--- src/rtl/mem_port_arbiter_if.sv ---
// Bus bundle for mem_port_arbiter: IF fetch port, DM data port, SRAM macro port.
// slave = arbiter side, master = CPU requesters plus SRAM macro.
interface mem_port_arbiter_if #(
  parameter int ADDR_W = 14,
  parameter int DATA_W = 32
);
  logic              if_req;
  logic [ADDR_W-1:0] if_addr;
  logic              if_gnt;
  logic              if_rvalid;
  logic [DATA_W-1:0] if_rdata;

  logic              dm_req;
  logic              dm_web;
  logic [DATA_W-1:0] dm_bweb;
  logic [ADDR_W-1:0] dm_addr;
  logic [DATA_W-1:0] dm_wdata;
  logic              dm_gnt;
  logic              dm_rvalid;
  logic [DATA_W-1:0] dm_rdata;

  logic              sram_ceb;
  logic              sram_web;
  logic [DATA_W-1:0] sram_bweb;
  logic [ADDR_W-1:0] sram_a;
  logic [DATA_W-1:0] sram_di;
  logic [DATA_W-1:0] sram_do;

  modport slave (
    input  if_req, if_addr,
    input  dm_req, dm_web, dm_bweb, dm_addr, dm_wdata,
    input  sram_do,
    output if_gnt, if_rvalid, if_rdata,
    output dm_gnt, dm_rvalid, dm_rdata,
    output sram_ceb, sram_web, sram_bweb, sram_a, sram_di
  );

  modport master (
    output if_req, if_addr,
    output dm_req, dm_web, dm_bweb, dm_addr, dm_wdata,
    output sram_do,
    input  if_gnt, if_rvalid, if_rdata,
    input  dm_gnt, dm_rvalid, dm_rdata,
    input  sram_ceb, sram_web, sram_bweb, sram_a, sram_di
  );
endinterface

--- src/rtl/mem_port_arbiter.sv ---
// Single-port SRAM arbiter between IF fetch and DM data; clk, rst (sync, low), bus.
// MEM_ARB_RR_EN selects round-robin tie-break; default is fixed DM-over-IF.
module mem_port_arbiter #(
  parameter int ADDR_W = 14,
  parameter int DATA_W = 32,
  parameter int RD_LAT = 1
) (
  input logic               clk,
  input logic               rst,
  mem_port_arbiter_if.slave bus
);

  typedef enum logic {
    IDLE,
    WAIT
  } state_t;

  state_t            state;
  logic [1:0]        cnt;
  logic              owner_dm;
  logic [RD_LAT-1:0] vld;
  logic [ADDR_W-1:0] a_q;
  logic [DATA_W-1:0] di_q;
  logic [DATA_W-1:0] if_cap;
  logic [DATA_W-1:0] dm_cap;

  logic elig;
  logic dm_pick;
  logic dm_win;
  logic if_win;
  logic rd_win;
  logic rv;
  logic if_rv;
  logic dm_rv;

`ifdef MEM_ARB_RR_EN
  logic last_if;
  assign dm_pick = bus.dm_req & (~bus.if_req | last_if);
`else
  assign dm_pick = bus.dm_req;
`endif

  // Grants are masked during reset so every output sits at its reset value.
  assign elig   = rst & (state == IDLE);
  assign dm_win = elig & dm_pick;
  assign if_win = elig & bus.if_req & ~dm_pick;
  assign rd_win = if_win | (dm_win & bus.dm_web);

  assign bus.dm_gnt = dm_win;
  assign bus.if_gnt = if_win;

  // One read in flight at a time, so a single owner tag is enough.
  assign rv    = rst & vld[RD_LAT-1];
  assign if_rv = rv & ~owner_dm;
  assign dm_rv = rv & owner_dm;

  assign bus.if_rvalid = if_rv;
  assign bus.dm_rvalid = dm_rv;
  assign bus.if_rdata  = !rst ? '0 : (if_rv ? bus.sram_do : if_cap);
  assign bus.dm_rdata  = !rst ? '0 : (dm_rv ? bus.sram_do : dm_cap);

  always_comb begin
    bus.sram_ceb  = 1'b1;
    bus.sram_web  = 1'b1;
    bus.sram_bweb = '1;
    bus.sram_a    = a_q;
    bus.sram_di   = di_q;
    unique case (1'b1)
      dm_win: begin
        bus.sram_ceb  = 1'b0;
        bus.sram_web  = bus.dm_web;
        bus.sram_bweb = bus.dm_bweb;
        bus.sram_a    = bus.dm_addr;
        bus.sram_di   = bus.dm_wdata;
      end
      if_win: begin
        bus.sram_ceb = 1'b0;
        bus.sram_a   = bus.if_addr;
      end
      default: ;
    endcase
    if (!rst) begin
      bus.sram_a  = '0;
      bus.sram_di = '0;
    end
  end

  always_ff @(posedge clk) begin
    if (!rst) begin
      state    <= IDLE;
      cnt      <= '0;
      owner_dm <= 1'b0;
      vld      <= '0;
      a_q      <= '0;
      di_q     <= '0;
      if_cap   <= '0;
      dm_cap   <= '0;
`ifdef MEM_ARB_RR_EN
      last_if  <= 1'b1;
`endif
    end else begin
      // Shift register: bit 0 takes the new read, top bit is rvalid.
      vld <= RD_LAT'({vld, rd_win});
      if (dm_win | if_win)
        a_q <= dm_win ? bus.dm_addr : bus.if_addr;
      if (dm_win)
        di_q <= bus.dm_wdata;
      if (rd_win)
        owner_dm <= dm_win;
      if (if_rv)
        if_cap <= bus.sram_do;
      if (dm_rv)
        dm_cap <= bus.sram_do;
`ifdef MEM_ARB_RR_EN
      if (dm_win | if_win)
        last_if <= if_win;
`endif
      case (state)
        IDLE: begin
          if (rd_win && RD_LAT > 1) begin
            state <= WAIT;
            cnt   <= 2'(RD_LAT - 1);
          end
        end
        WAIT: begin
          if (cnt == 2'd1) begin
            state <= IDLE;
            cnt   <= '0;
          end else begin
            cnt <= cnt - 2'd1;
          end
        end
      endcase
    end
  end

endmodule

--- src/flat_wrapper.sv ---
// flat-port wrapper written by rule: the top's interface ports become plain ports
module mem_port_arbiter_flat 
#(
  parameter int ADDR_W = 14,
  parameter int DATA_W = 32,
  parameter int RD_LAT = 1
)
  (clk, rst, bus_if_req, bus_if_addr, bus_dm_req, bus_dm_web, bus_dm_bweb, bus_dm_addr, bus_dm_wdata, bus_sram_do, bus_if_gnt, bus_if_rvalid, bus_if_rdata, bus_dm_gnt, bus_dm_rvalid, bus_dm_rdata, bus_sram_ceb, bus_sram_web, bus_sram_bweb, bus_sram_a, bus_sram_di);
  mem_port_arbiter_if #(.ADDR_W(ADDR_W), .DATA_W(DATA_W)) bus_i ();
  input logic clk;
  input logic rst;
  input wire logic [$bits(bus_i.if_req)-1:0] bus_if_req;
  input wire logic [$bits(bus_i.if_addr)-1:0] bus_if_addr;
  input wire logic [$bits(bus_i.dm_req)-1:0] bus_dm_req;
  input wire logic [$bits(bus_i.dm_web)-1:0] bus_dm_web;
  input wire logic [$bits(bus_i.dm_bweb)-1:0] bus_dm_bweb;
  input wire logic [$bits(bus_i.dm_addr)-1:0] bus_dm_addr;
  input wire logic [$bits(bus_i.dm_wdata)-1:0] bus_dm_wdata;
  input wire logic [$bits(bus_i.sram_do)-1:0] bus_sram_do;
  output wire logic [$bits(bus_i.if_gnt)-1:0] bus_if_gnt;
  output wire logic [$bits(bus_i.if_rvalid)-1:0] bus_if_rvalid;
  output wire logic [$bits(bus_i.if_rdata)-1:0] bus_if_rdata;
  output wire logic [$bits(bus_i.dm_gnt)-1:0] bus_dm_gnt;
  output wire logic [$bits(bus_i.dm_rvalid)-1:0] bus_dm_rvalid;
  output wire logic [$bits(bus_i.dm_rdata)-1:0] bus_dm_rdata;
  output wire logic [$bits(bus_i.sram_ceb)-1:0] bus_sram_ceb;
  output wire logic [$bits(bus_i.sram_web)-1:0] bus_sram_web;
  output wire logic [$bits(bus_i.sram_bweb)-1:0] bus_sram_bweb;
  output wire logic [$bits(bus_i.sram_a)-1:0] bus_sram_a;
  output wire logic [$bits(bus_i.sram_di)-1:0] bus_sram_di;
  assign bus_i.if_req = bus_if_req;
  assign bus_i.if_addr = bus_if_addr;
  assign bus_i.dm_req = bus_dm_req;
  assign bus_i.dm_web = bus_dm_web;
  assign bus_i.dm_bweb = bus_dm_bweb;
  assign bus_i.dm_addr = bus_dm_addr;
  assign bus_i.dm_wdata = bus_dm_wdata;
  assign bus_i.sram_do = bus_sram_do;
  assign bus_if_gnt = bus_i.if_gnt;
  assign bus_if_rvalid = bus_i.if_rvalid;
  assign bus_if_rdata = bus_i.if_rdata;
  assign bus_dm_gnt = bus_i.dm_gnt;
  assign bus_dm_rvalid = bus_i.dm_rvalid;
  assign bus_dm_rdata = bus_i.dm_rdata;
  assign bus_sram_ceb = bus_i.sram_ceb;
  assign bus_sram_web = bus_i.sram_web;
  assign bus_sram_bweb = bus_i.sram_bweb;
  assign bus_sram_a = bus_i.sram_a;
  assign bus_sram_di = bus_i.sram_di;
  mem_port_arbiter #(.ADDR_W(ADDR_W), .DATA_W(DATA_W), .RD_LAT(RD_LAT)) u_core (.clk(clk), .rst(rst), .bus(bus_i));
endmodule
--- config.mk ---
export PLATFORM = sky130hd
export DESIGN_NAME = mem_port_arbiter_flat
export DESIGN_NICKNAME = d
export VERILOG_FILES = /design/src/rtl/mem_port_arbiter_if.sv /design/src/rtl/mem_port_arbiter.sv /design/src/flat_wrapper.sv
export SDC_FILE = /design/constraint.sdc
export NUM_CORES = 1
export LEC_CHECK = 0
export ABC_AREA = 1
export CORE_ASPECT_RATIO = 0.5
export CORE_MARGIN = 5
export CORE_UTILIZATION = 37
export CTS_CLUSTER_SIZE = 20
export DETAILED_ROUTE_END_ITERATION = 8
export PLACE_DENSITY = 0.77
export SETUP_SLACK_MARGIN = 0.2
export SLEW_MARGIN = 5
export SYNTH_ARGS = -nofsm -noshare
export SYNTH_HDL_FRONTEND = slang
export SYNTH_SLANG_ARGS = --single-unit
--- constraint.sdc ---
create_clock -name clk -period 1.8 [get_ports clk]
set_clock_uncertainty 0.1 [all_clocks]
set_input_delay 0.27 -clock clk [delete_from_list [all_inputs] [get_ports clk]]
set_output_delay 0.27 -clock clk [all_outputs]
set_load 0.02 [all_outputs]
# ---- Word level (Yosys, flattened, before mapping)
# Cells that the tools add are included.
dict set report totals {
  regBits 115
  word_cells 39
  inputBits 129
}
dict set report classes {
  n_eq_ne 1
  n_addsub 1
  bitwise_logic 13
  reduce_logical 2
  mux 14
}
# cell n
set op_table {}
lappend op_table {{$mux 32} 7}
lappend op_table {{$mux 14} 2}
lappend op_table {{$pmux 14 s2} 1}
lappend op_table {{$and 1x1->1} 8}
lappend op_table {{$mux 1} 3}
lappend op_table {{$not 1->1} 3}
lappend op_table {{$eq 2x1->1 const B} 1}
lappend op_table {{$mux 2} 1}
lappend op_table {{$or 1x1->1} 2}
lappend op_table {{$reduce_and 2->1} 1}
lappend op_table {{$reduce_or 2->1} 1}
lappend op_table {{$sub 2x1->2 const B} 1}

# ---- Longest topological paths before layout
dict set report depth {
  depth_word 6
  ltp_mapped 8
  ltp_nobuf 6
}

# ---- Least setup slack after synthesis
# No wires, ideal clock.
dict set report synth_path {
  path_type {in2out}
  start {input bus_dm_req}
  end {output bus_sram_a[10]}
  cell_stages 5
  required_ns 1.430
  slack_ns 0.111
  arrival_ns 1.319
  path_cell_list {buf_2 o21ai_4 buf_4 nand2_1 a21oi_1}
}
dict set report synth_between {
  elab_chain_cells 4
  elab_cells_between_ends 5
  cone_classes {2 x mux; 3 x bitwise}
}
# item line_no
set synth_rtl {}
lappend synth_rtl {{from (decl)} flat_wrapper.sv:14} ;# input wire logic [$bits(bus_i.dm_req)-1:0] bus_dm_req;
lappend synth_rtl {{$not 1->1} mem_port_arbiter.sv:46} ;# assign if_win = elig & bus.if_req & ~dm_pick;
lappend synth_rtl {{$and 1x1->1} mem_port_arbiter.sv:46}
lappend synth_rtl {{$pmux 14 s2 *} mem_port_arbiter.sv:68} ;# unique case (1'b1)
lappend synth_rtl {{$mux 14 *} mem_port_arbiter.sv:82} ;# if (!rst) begin
lappend synth_rtl {{to (decl)} flat_wrapper.sv:29} ;# output wire logic [$bits(bus_i.sram_a)-1:0] bus_sram_a;
# Mark *: on every way between the ends. The rest lies on a longest branch, timed or not.

# ---- Final worst setup path
dict set report layout_path {
  start {register u_core.state}
  end {output bus_sram_bweb[2]}
}
dict set report layout_between {
  elab_chain_cells 4
}
# item line_no
set layout_rtl {}
lappend layout_rtl {{from (decl)} mem_port_arbiter.sv:18} ;# state_t state;
lappend layout_rtl {{from (signal assigned)} mem_port_arbiter.sv:90} ;# state <= IDLE;
lappend layout_rtl {{from (signal assigned)} mem_port_arbiter.sv:121} ;# state <= WAIT;
lappend layout_rtl {{from (signal assigned)} mem_port_arbiter.sv:127} ;# state <= IDLE;
lappend layout_rtl {{$not 1->1} mem_port_arbiter.sv:44} ;# assign elig = rst & (state == IDLE);
lappend layout_rtl {{$and 1x1->1} mem_port_arbiter.sv:44}
lappend layout_rtl {{$and 1x1->1} mem_port_arbiter.sv:45} ;# assign dm_win = elig & dm_pick;
lappend layout_rtl {{$mux 32} mem_port_arbiter.sv:68}
lappend layout_rtl {{to (decl)} flat_wrapper.sv:28} ;# output wire logic [$bits(bus_i.sram_bweb)-1:0] bus_sram_bweb;
# No other way between the ends.

==> results.json <==
{
  "gr-total-overflow": 0,
  "dp_slack_ps": -727,
  "path_class": "flop to output port",
  "htreeDepth": 4,
  "grt-busiest-layer": "met2",
  "avgSynthCellArea_um2": 7.89,
  "setup_ws_ps": -363,
  "min_period_over_period_pct": 120,
  "postSynthCellCount": 575,
  "syn_nets": 705,
  "post-route-util_pct": 91.1,
  "synth_top_family_by_area": "simple AND/OR/NAND/NOR gates",
  "drt_iter0_markers": 491,
  "synth_xor_area_share_pct": 0,
  "final_common_cell": "buf_6",
  "rows": 28,
  "crit_chain": "inv_4 > nand3_4 > buf_6 > buf_12 > buf_6 > or2_2 > buf_6",
  "yosysTopAreaCellShare_pct": 50.7,
  "multiInputGateArea_um2": 3300,
  "rsz0062_at_grt": "yes",
  "yosysTopAreaCell": "dfxtp_1",
  "layout-drive-gt1-share_pct": 54.8,
  "num_vias": 6013,
  "dieArea_um2": 14700,
  "grtUsageMet3_pct": 5.85,
  "use_met2_pct": 42.2,
  "finalNetCount": 1056,
  "crit_top_cell": "buf_6",
  "drt.antenna.violating_nets": 0,
  "routed_wl_mm": 26.4,
  "p_per_area_nw_per_um2": 743,
  "max_stage_delay_ps": 370,
  "synthTopCellsByArea": "dfxtp_1, nand3_1, nand2_1",
  "setup_viol": 146,
  "die_w_um": 167,
  "synth_cell_types": 24,
  "vdd_drop_max_mv": 0.697,
  "worstHoldPathType": "input port to flop",
  "power_mw": 8.06,
  "cp_slowest_cell": "dfxtp_4",
  "outcome": "complete, but fails checks",
  "cp.arrival_ps": 1790,
  "muxShareOfSynthArea_pct": 0,
  "ys_ff_latch": 115,
  "io_pins": 277,
  "post-route-min-period_ps": 2160,
  "place_congestion": 0.814,
  "grt_pass1_wl_mm": 26.6,
  "initial_core_util_pct": 38.1,
  "clkTransAtPathRegs_ps": 50,
  "synth-compound-area-share_pct": 10.8,
  "grt_start_max_net_pins": 43,
  "seqCellArea_um2": 2310,
  "cp.required_ps": 1430,
  "clk_latency_ps": 400,
  "vias_per_cell": 5.44,
  "post_drt_wl_per_cell_um": 23.9,
  "timing.fmax_ghz": 0.462,
  "maxCapViolCount": 0,
  "layout_common_cells": "buf_6, clkdlybuf4s50_1, dfxtp_1",
  "violations": "negative setup slack",
  "grt_antenna_before_repair": 1,
  "leakage_nw": 4.53,
  "timing.slew.headroom_pct": 63.8,
  "crit_family": "buffers and inverters",
  "ys_warn_count": 0,
  "hold_violations": 0,
  "crit_buf_inv": 5,
  "die_y_um": 88.3,
  "slew_viol_final": 0,
  "coreArea_um2": 11900,
  "synthToLayoutAreaGrowth_pct": 139,
  "tightest_slew_ps": 543,
  "cts_sinks": 115,
  "track_usage_pct": 22.4,
  "netlist_area_um2": 4540,
  "yosys.area_share.simple_pct": 29.1,
  "drc": 0,
  "use_met1_pct": 24.6,
  "clockBufferDepth": 2,
  "fillers": 408,
  "holdBufCountCts": 0,
  "grt_pass1_vias": 5191,
  "first_pass_iters": 5,
  "cts-root-buf": "clkbuf_16",
  "start_kind": "flop",
  "cts_buffers": 17,
  "tns_ps": -31640,
  "port_buffers": 276,
  "dp_hpwl_mm": 11.6,
  "crit_fanout": 6,
  "synthAdderAreaFrac_pct": 0.276,
  "end_kind": "output port",
  "cts_tree": "built",
  "synth_seq_area_share_pct": 50.7
}
==> metal layers <==
layer,up-vias,wire [µm]
met5,-,0
met1,2914,10000
met3,100,1680
met2,386,13500
met4,0,1240
li1,2613,-
==> cell usage after synthesis (all sizes together) <==
cell / number
clkinv: 1
o21ai: 66
nand4: 14
inv: 42
nand3: 101
clkbuf: 16
buf: 30
nor3: 1
dfxtp: 115
ha: 1
nand2: 123
or2: 33
nor2: 2
a21oi: 30
==> registers in the layout, indices dropped and copies added, names as in the netlist <==
signal and flops:
u_core.state 1, u_core.if_cap 32, u_core.cnt 2, u_core.vld 1, u_core.a_q 14, u_core.owner_dm 1
u_core.dm_cap 32, u_core.di_q 32
==> power breakdown <==
group | internal (mW) | switching [mW] | total [mW]
combinational | 0.882 | 0.905 | 1.79
sequential | 2.67 | 0.0787 | 2.75
clock | 2.19 | 1.34 | 3.52
==> metrics by stage <==
step	hold WS, ps	instance area, µm²	std cells
global route	334	10800	1105
CTS	323	8870	1056
floorplan	291	4580	575
global placement	351	7670	1006
detailed placement	362	7670	1006
finish	341	10800	1105
==> cell type report <==
cell class / count / share of cell area, %
Antenna cell: 1 / 0.0231
Timing Repair Buffer: 378 / 39.0
Clock buffer: 17 / 3.92
Sequential cell: 115 / 21.3
Multi-Input combinational cell: 371 / 30.4
Inverter: 43 / 1.68
Tap cell: 165 / 1.90
Clock inverter: 15 / 1.70
==> what timing repair did <==
action / in CTS / in global routing
pin swaps: 2 / 18
endpoints found under the setup margin: 148 / 148
buffers inserted: 13 / 33
hold endpoints to repair: 0 / 0
resized for setup: 860 / 445
gates cloned: 5 / 15
==> worst paths after layout <==
path / startpoint / to / slack (ps) / depth (start not counted)
worst min-delay path: bus_dm_wdata[19] / u_core.di_q[19]$_DFF_P_ / 340 / 3
worst max register to register: u_core.state$_SDFF_PN0_ / u_core.cnt[0]$_SDFFE_PN0P_ / 250 / 7
worst min register to register: u_core.di_q[17]$_DFF_P_ / u_core.di_q[17]$_DFF_P_ / 370 / 2
worst max-delay path: u_core.state$_SDFF_PN0_ / bus_sram_bweb[2] / -360 / 7
==> worst min-delay path, stage by stage <==
cell and delay [ps]:
clkdlybuf4s50_1 390, nand2_1 60, nand2_1 60
==> kinds of logic after synthesis <==
family          after synthesis
compound gates               96
fa+ha+maj                     1
flops                       115
simple gates                274
buf+inv                      89
Note: power is estimated with default switching activity, not from simulation.
